**config.mk**
```make
export PLATFORM = sky130hd
export DESIGN_NAME = vram_dma_responder
export DESIGN_NICKNAME = d
export VERILOG_FILES = /design/src/rtl/vram_dma_responder.sv
export SDC_FILE = /design/constraint.sdc
export NUM_CORES = 1
export LEC_CHECK = 0
export ABC_AREA = 1
export CAP_MARGIN = 20
export CELL_PAD_IN_SITES_DETAIL_PLACEMENT = 0
export CELL_PAD_IN_SITES_GLOBAL_PLACEMENT = 1
export CORE_ASPECT_RATIO = 0.9
export CORE_UTILIZATION = 41
export DETAILED_ROUTE_END_ITERATION = 6
export DONT_BUFFER_PORTS = 1
export PLACE_DENSITY_LB_ADDON = 0.1
export SLEW_MARGIN = 25
export SYNTH_ARGS = -nofsm -noshare
export SYNTH_HDL_FRONTEND = slang
export SYNTH_SLANG_ARGS = --single-unit
```
**constraint.sdc**
```tcl
create_clock -name clk_sys -period 2.7 [get_ports clk_sys]
set_input_delay 0.81 -clock clk_sys [delete_from_list [all_inputs] [get_ports clk_sys]]
set_output_delay 0.81 -clock clk_sys [all_outputs]
set_load 0.02 [all_outputs]
```
**src/rtl/vram_dma_responder.sv**
```systemverilog
`timescale 1ns / 1ps
`default_nettype none
// +----------------------------------------------------------------------------+
// | vram_dma_responder: pixie DMA-out fetches on dpram port B, arbitrated       |
// | against ioctl download writes (writes win).             Rev 1.0             |
// +----------------------------------------------------------------------------+
module vram_dma_responder #(
  parameter int            AW        = 12,
  parameter logic [AW-1:0] VRAM_BASE = 12'h900,
  parameter logic [AW-1:0] CART_BASE = 12'h400
) (
  input  logic          clk_sys,
  input  logic          reset,
  input  logic          rd_req,
  input  logic [9:0]    rd_addr,
  output logic [7:0]    rd_data,
  output logic          rd_ack,
  input  logic          dl_active,
  input  logic          dl_wr,
  input  logic [7:0]    dl_index,
  input  logic [24:0]   dl_addr,
  input  logic [7:0]    dl_data,
  output logic          mem_ce,
  output logic          mem_wr,
  output logic [AW-1:0] mem_addr,
  output logic [7:0]    mem_din,
  input  logic [7:0]    mem_dout,
  output logic          busy,
  output logic          rd_overrun,
  output logic          dl_overflow,
  output logic          dl_range
);

  typedef enum logic [2:0] {
    S_IDLE     = 3'd0,
    S_WR       = 3'd1,
    S_RD_ISSUE = 3'd2,
    S_RD_WAIT  = 3'd3,
    S_RD_ACK   = 3'd4
  } state_t;

  state_t        state_q, state_d;
  logic          rd_pend_q, rd_pend_d;
  logic [AW-1:0] rd_tgt_q, rd_tgt_d;
  logic          wr_full_q, wr_full_d;
  logic [AW-1:0] wr_addr_q, wr_addr_d;
  logic [7:0]    wr_data_q, wr_data_d;
  logic [7:0]    rd_data_q, rd_data_d;
  logic          rd_ack_q, rd_ack_d;
  logic          mem_ce_q, mem_ce_d;
  logic          mem_wr_q, mem_wr_d;
  logic [AW-1:0] mem_addr_q, mem_addr_d;
  logic [7:0]    mem_din_q, mem_din_d;
  logic          busy_q, busy_d;
  logic          rd_overrun_q, rd_overrun_d;
  logic          dl_overflow_q, dl_overflow_d;
  logic          dl_range_q, dl_range_d;

  logic [AW-1:0] w_rd_target;
  logic [24:0]   w_dl_full;
  logic          w_dl_in_range;
  logic          w_rd_held;
  logic          w_wr_held;

  assign w_rd_target   = VRAM_BASE + AW'(rd_addr);
  assign w_dl_full     = (dl_index == 8'd0) ? dl_addr : dl_addr + 25'(CART_BASE);
  assign w_dl_in_range = (w_dl_full >> AW) == 25'd0;

  // Registers still occupied after this edge; the releasing cycle admits a new capture.
  assign w_rd_held = rd_pend_q && (state_q != S_RD_ACK);
  assign w_wr_held = wr_full_q && (state_q != S_WR);

  always_comb begin
    rd_pend_d     = w_rd_held;
    rd_tgt_d      = rd_tgt_q;
    wr_full_d     = w_wr_held;
    wr_addr_d     = wr_addr_q;
    wr_data_d     = wr_data_q;
    rd_overrun_d  = rd_overrun_q;
    dl_overflow_d = dl_overflow_q;
    dl_range_d    = dl_range_q;

    if (rd_req) begin
      if (w_rd_held) begin
        rd_overrun_d = 1'b1;
      end else begin
        rd_pend_d = 1'b1;
        rd_tgt_d  = w_rd_target;
      end
    end

    if (dl_wr && dl_active) begin
      if (!w_dl_in_range) begin
        dl_range_d = 1'b1;
      end else if (w_wr_held) begin
        dl_overflow_d = 1'b1;
      end else begin
        wr_full_d = 1'b1;
        wr_addr_d = w_dl_full[AW-1:0];
        wr_data_d = dl_data;
      end
    end

    // Dispatch on next-cycle contents so a fresh capture starts without an idle bubble.
    state_d = S_IDLE;
    case (state_q)
      S_IDLE, S_WR, S_RD_ACK: begin
        if (wr_full_d)      state_d = S_WR;
        else if (rd_pend_d) state_d = S_RD_ISSUE;
        else                state_d = S_IDLE;
      end
      S_RD_ISSUE: state_d = S_RD_WAIT;
      S_RD_WAIT:  state_d = S_RD_ACK;
      default:    state_d = S_IDLE;
    endcase

    mem_ce_d   = (state_d == S_WR) || (state_d == S_RD_ISSUE);
    mem_wr_d   = (state_d == S_WR);
    mem_addr_d = mem_addr_q;
    mem_din_d  = mem_din_q;
    if (state_d == S_WR) begin
      mem_addr_d = wr_addr_d;
      mem_din_d  = wr_data_d;
    end else if (state_d == S_RD_ISSUE) begin
      mem_addr_d = rd_tgt_d;
    end

    rd_data_d = (state_q == S_RD_WAIT) ? mem_dout : rd_data_q;
    rd_ack_d  = (state_d == S_RD_ACK);
    busy_d    = (state_d != S_IDLE) || rd_pend_d || wr_full_d;
  end

  always_ff @(posedge clk_sys or posedge reset) begin
    if (reset) begin
      state_q       <= S_IDLE;
      rd_pend_q     <= 1'b0;
      rd_tgt_q      <= '0;
      wr_full_q     <= 1'b0;
      wr_addr_q     <= '0;
      wr_data_q     <= 8'h00;
      rd_data_q     <= 8'h00;
      rd_ack_q      <= 1'b0;
      mem_ce_q      <= 1'b0;
      mem_wr_q      <= 1'b0;
      mem_addr_q    <= '0;
      mem_din_q     <= 8'h00;
      busy_q        <= 1'b0;
      rd_overrun_q  <= 1'b0;
      dl_overflow_q <= 1'b0;
      dl_range_q    <= 1'b0;
    end else begin
      state_q       <= state_d;
      rd_pend_q     <= rd_pend_d;
      rd_tgt_q      <= rd_tgt_d;
      wr_full_q     <= wr_full_d;
      wr_addr_q     <= wr_addr_d;
      wr_data_q     <= wr_data_d;
      rd_data_q     <= rd_data_d;
      rd_ack_q      <= rd_ack_d;
      mem_ce_q      <= mem_ce_d;
      mem_wr_q      <= mem_wr_d;
      mem_addr_q    <= mem_addr_d;
      mem_din_q     <= mem_din_d;
      busy_q        <= busy_d;
      rd_overrun_q  <= rd_overrun_d;
      dl_overflow_q <= dl_overflow_d;
      dl_range_q    <= dl_range_d;
    end
  end

  assign rd_data     = rd_data_q;
  assign rd_ack      = rd_ack_q;
  assign mem_ce      = mem_ce_q;
  assign mem_wr      = mem_wr_q;
  assign mem_addr    = mem_addr_q;
  assign mem_din     = mem_din_q;
  assign busy        = busy_q;
  assign rd_overrun  = rd_overrun_q;
  assign dl_overflow = dl_overflow_q;
  assign dl_range    = dl_range_q;

endmodule
`default_nettype wire

```
==> impl_metrics.json <==
{
  "status": "finished, final reports clean",
  "cts_buffers": 9,
  "antenna_found_initial": 0,
  "leakage_nw": 2.06,
  "rsz0062_at_grt": "no",
  "critPathBufInv": 1,
  "vdd_ir_drop_max_mv": 0.493,
  "skew_ns": 0.00843,
  "holdBufCountCts": 0,
  "clk_pin_slew_worst_paths_ns": 0.08,
  "cap_violations": 0,
  "max-clock-path-buffers": 2,
  "clock.fmax_ghz": 0.408,
  "min_path_type": "in2async",
  "ys_seq_area_share_pct": 50.0,
  "slowest_delay_ns": 0.23,
  "critPathSlowestCell": "nand2_4",
  "drive_above_1_share_pct": 15.9,
  "grt-busiest-layer": "met2",
  "final_cell_mix": "158 x nand2_1, 72 x dfrtp_1, 51 x nand3_1",
  "die_h_um": 90.9,
  "fillCellCount": 842,
  "p_sw_w": 0.00119,
  "final_antenna_net_count": 0,
  "slew_headroom_pct": 62.0,
  "seq_area_um2": 1800,
  "area.growth.synth_to_final_pct": 11.8,
  "start_util_pct": 42.2,
  "wire_per_inst_um": 14.2,
  "p_seq_share_pct": 49.2,
  "syn_area_um2": 3600,
  "maxSlewViolCount": 0,
  "swShare_pct": 34.8,
  "wl_um": 8040,
  "post_cts_buffers": 0,
  "crit_family": "simple AND/OR/NAND/NOR gates",
  "netlist_instances": 432,
  "ys_warn_count": 0,
  "clock_latency_ns": 0.35,
  "crit_top_cell": "nand2_1",
  "route.detailed.drc": 0,
  "syn_nets": 498,
  "finalHoldViolations": 0,
  "pwr-share-clk_pct": 30.7,
  "power.share.combinational_pct": 20.1,
  "grt_pass1_wl_um": 13400,
  "synth_edf_count": 0,
  "path_cells": "ha_1, nand2_1, nor2_4, inv_1, nor2_1, nand2_1, nand2_1, nand4_1, nor2_1, nand3_2, nand2_4, nand2_4, nand3_1, nand3_1",
  "cp.required_ns": 2.92,
  "critPathKind": "in2reg",
  "cts_tree": "built",
  "grt.total_usage_pct": 19.2,
  "met3_usage_pct": 7.66,
  "syn_avg_cell_area_um2": 8.34,
  "drt_first_pass_iters": 4,
  "post-route-min-period_ns": 2.45,
  "grt_pass1_vias": 2734,
  "synthDistinctLibCells": 31,
  "multi_input_area_um2": 1560,
  "p_per_area_nw_per_um2": 852,
  "timing_worst_slew_pin_value_ns": 0.568,
  "worst-r2r-setup-slack_ns": 0.75,
  "coreArea_um2": 8530,
  "rows": 32,
  "met1_usage_pct": 25.4,
  "h-tree-depth": 3,
  "num_vias": 2753,
  "stdcell_count": 565,
  "p_int_w": 0.00224,
  "final_common_cell": "nand2_1",
  "dieArea_um2": 9170,
  "port_buffers": 0,
  "place_inst": 549,
  "grt_max_degree": 73,
  "setup_violations": 0,
  "cp.arrival_ns": 2.67,
  "first_iter_violations": 116,
  "async_reset_ff_share_pct": 100,
  "gp_congestion": 0.793,
  "ys_seq_elements": 72,
  "hold_slack_ns": 0.424,
  "crit_path_end_kind": "flip-flop",
  "antenna_cells": 0,
  "cts_resized": 0,
  "ioPinCount": 99,
  "synth_top_flop_cell": "dfrtp_1",
  "root_buffer": "clkbuf_8",
  "avgViaCountPerCell": 4.87,
  "place_hpwl_um": 5950,
  "overflow": 0,
  "clock-sinks": 72,
  "use_met2_pct": 29.2,
  "fp.dieW_um": 101,
  "period_share_pct": 90.8,
  "cp-start-kind": "primary input",
  "critPathMaxFanout": 35,
  "nets": 507
}
-- final cells by class --
type | count | share of cell area [%]
Inverter | 36 | 3.35
Sequential cell | 72 | 44.7
Timing Repair Buffer | 12 | 3.17
Clock inverter | 7 | 3.17
Multi-Input combinational cell | 310 | 38.8
Clock buffer | 9 | 3.07
Tap cell | 119 | 3.70
-- worst register-to-register path, stage by stage, from the launching register on --
cell,delay [ns]
dfrtp_1,0.38
inv_1,0.09
o31ai_1,0.35
nand2_1,0.41
mux2_2,0.42
nand3_1,0.08
nand3_1,0.09
-- registers in the layout (all words and copies together), names as in the netlist --
name	count
mem_ce	1
wr_data_q	8
mem_addr	12
rd_ack	1
state_q	3
wr_full_q	1
mem_din	8
wr_addr_q	12
dl_range	1
rd_data	8
busy	1
rd_overrun	1
dl_overflow	1
mem_wr	1
rd_pend_q	1
rd_tgt_q	12
-- power by group through the flow --
stage                     registers (W)  logic (W)  clock network [W]
after floorplan                 0.00165   0.000587                  0
after global placement          0.00171   0.000685                  0
after detailed placement        0.00171   0.000702                  0
after CTS                       0.00169   0.000707            0.00108
after global routing            0.00172   0.000816            0.00113
final                           0.00169   0.000691            0.00105
-- per-stage QoR --
step	util [%]	setup TNS, ns	setup WS, ns	area [um2]	total power (W)
floorplan	-	0	0.0651	3600	0.00224
global placement	44.3	-0.763	-0.0614	3780	0.00239
detailed placement	44.3	-1.24	-0.0922	3780	0.00241
CTS	47.2	0	0.267	4030	0.00348
global route	47.2	0	0.0758	4030	0.00367
finish	47.2	0	0.250	4030	0.00343
-- final timing paths --
kind | cells after the start | startpoint | endpoint
worst min-delay path | 2 | reset | mem_din[7]
max in group asynchronous | 2 | reset | rd_pend_q
worst max register to register | 6 | state_q[2] | mem_addr[10]
worst min register to register | 2 | rd_tgt_q[11] | rd_tgt_q[11]
min in group clk_sys | 2 | rd_tgt_q[11] | rd_tgt_q[11]
worst max-delay path | 14 | dl_addr[10] | mem_addr[10]
-- per-layer routing --
layer	routed length, um	up-vias
met2	3580	65
met3	639	5
met1	3750	1281
met4	71	0
li1	-	1402
met5	0	-
-- synth_stat cells, types with 4 or more instances --
cell      number  area [um2]
nand2_2       13        81.3
o21ai_0        5        25.0
inv_1         33         124
mux2_2        10         113
nand3_1       51         255
nor2_4         5        56.3
nand3b_1       5        37.5
buf_6          4        45.0
nand4_1       16         100
nand3_2        4        40.0
dfrtp_1       72        1800
nor2_1        22        82.6
buf_4          4        30.0
nand2_1      158         593
-- cell families (layout without fill, tap and decap cells) --
logic type | count (synthesis) | after routing | share of synthesized area [%]
mux | 10 | 10 | 3.13
flops | 72 | 72 | 50.0
xor+xnor | 3 | 3 | 0.730
simple gates | 284 | 284 | 37.0
compound gates | 11 | 11 | 1.91
fa+ha+maj | 2 | 2 | 0.695
buf+inv | 50 | 64 | 6.56
Power figures use the tool's default switching activity.
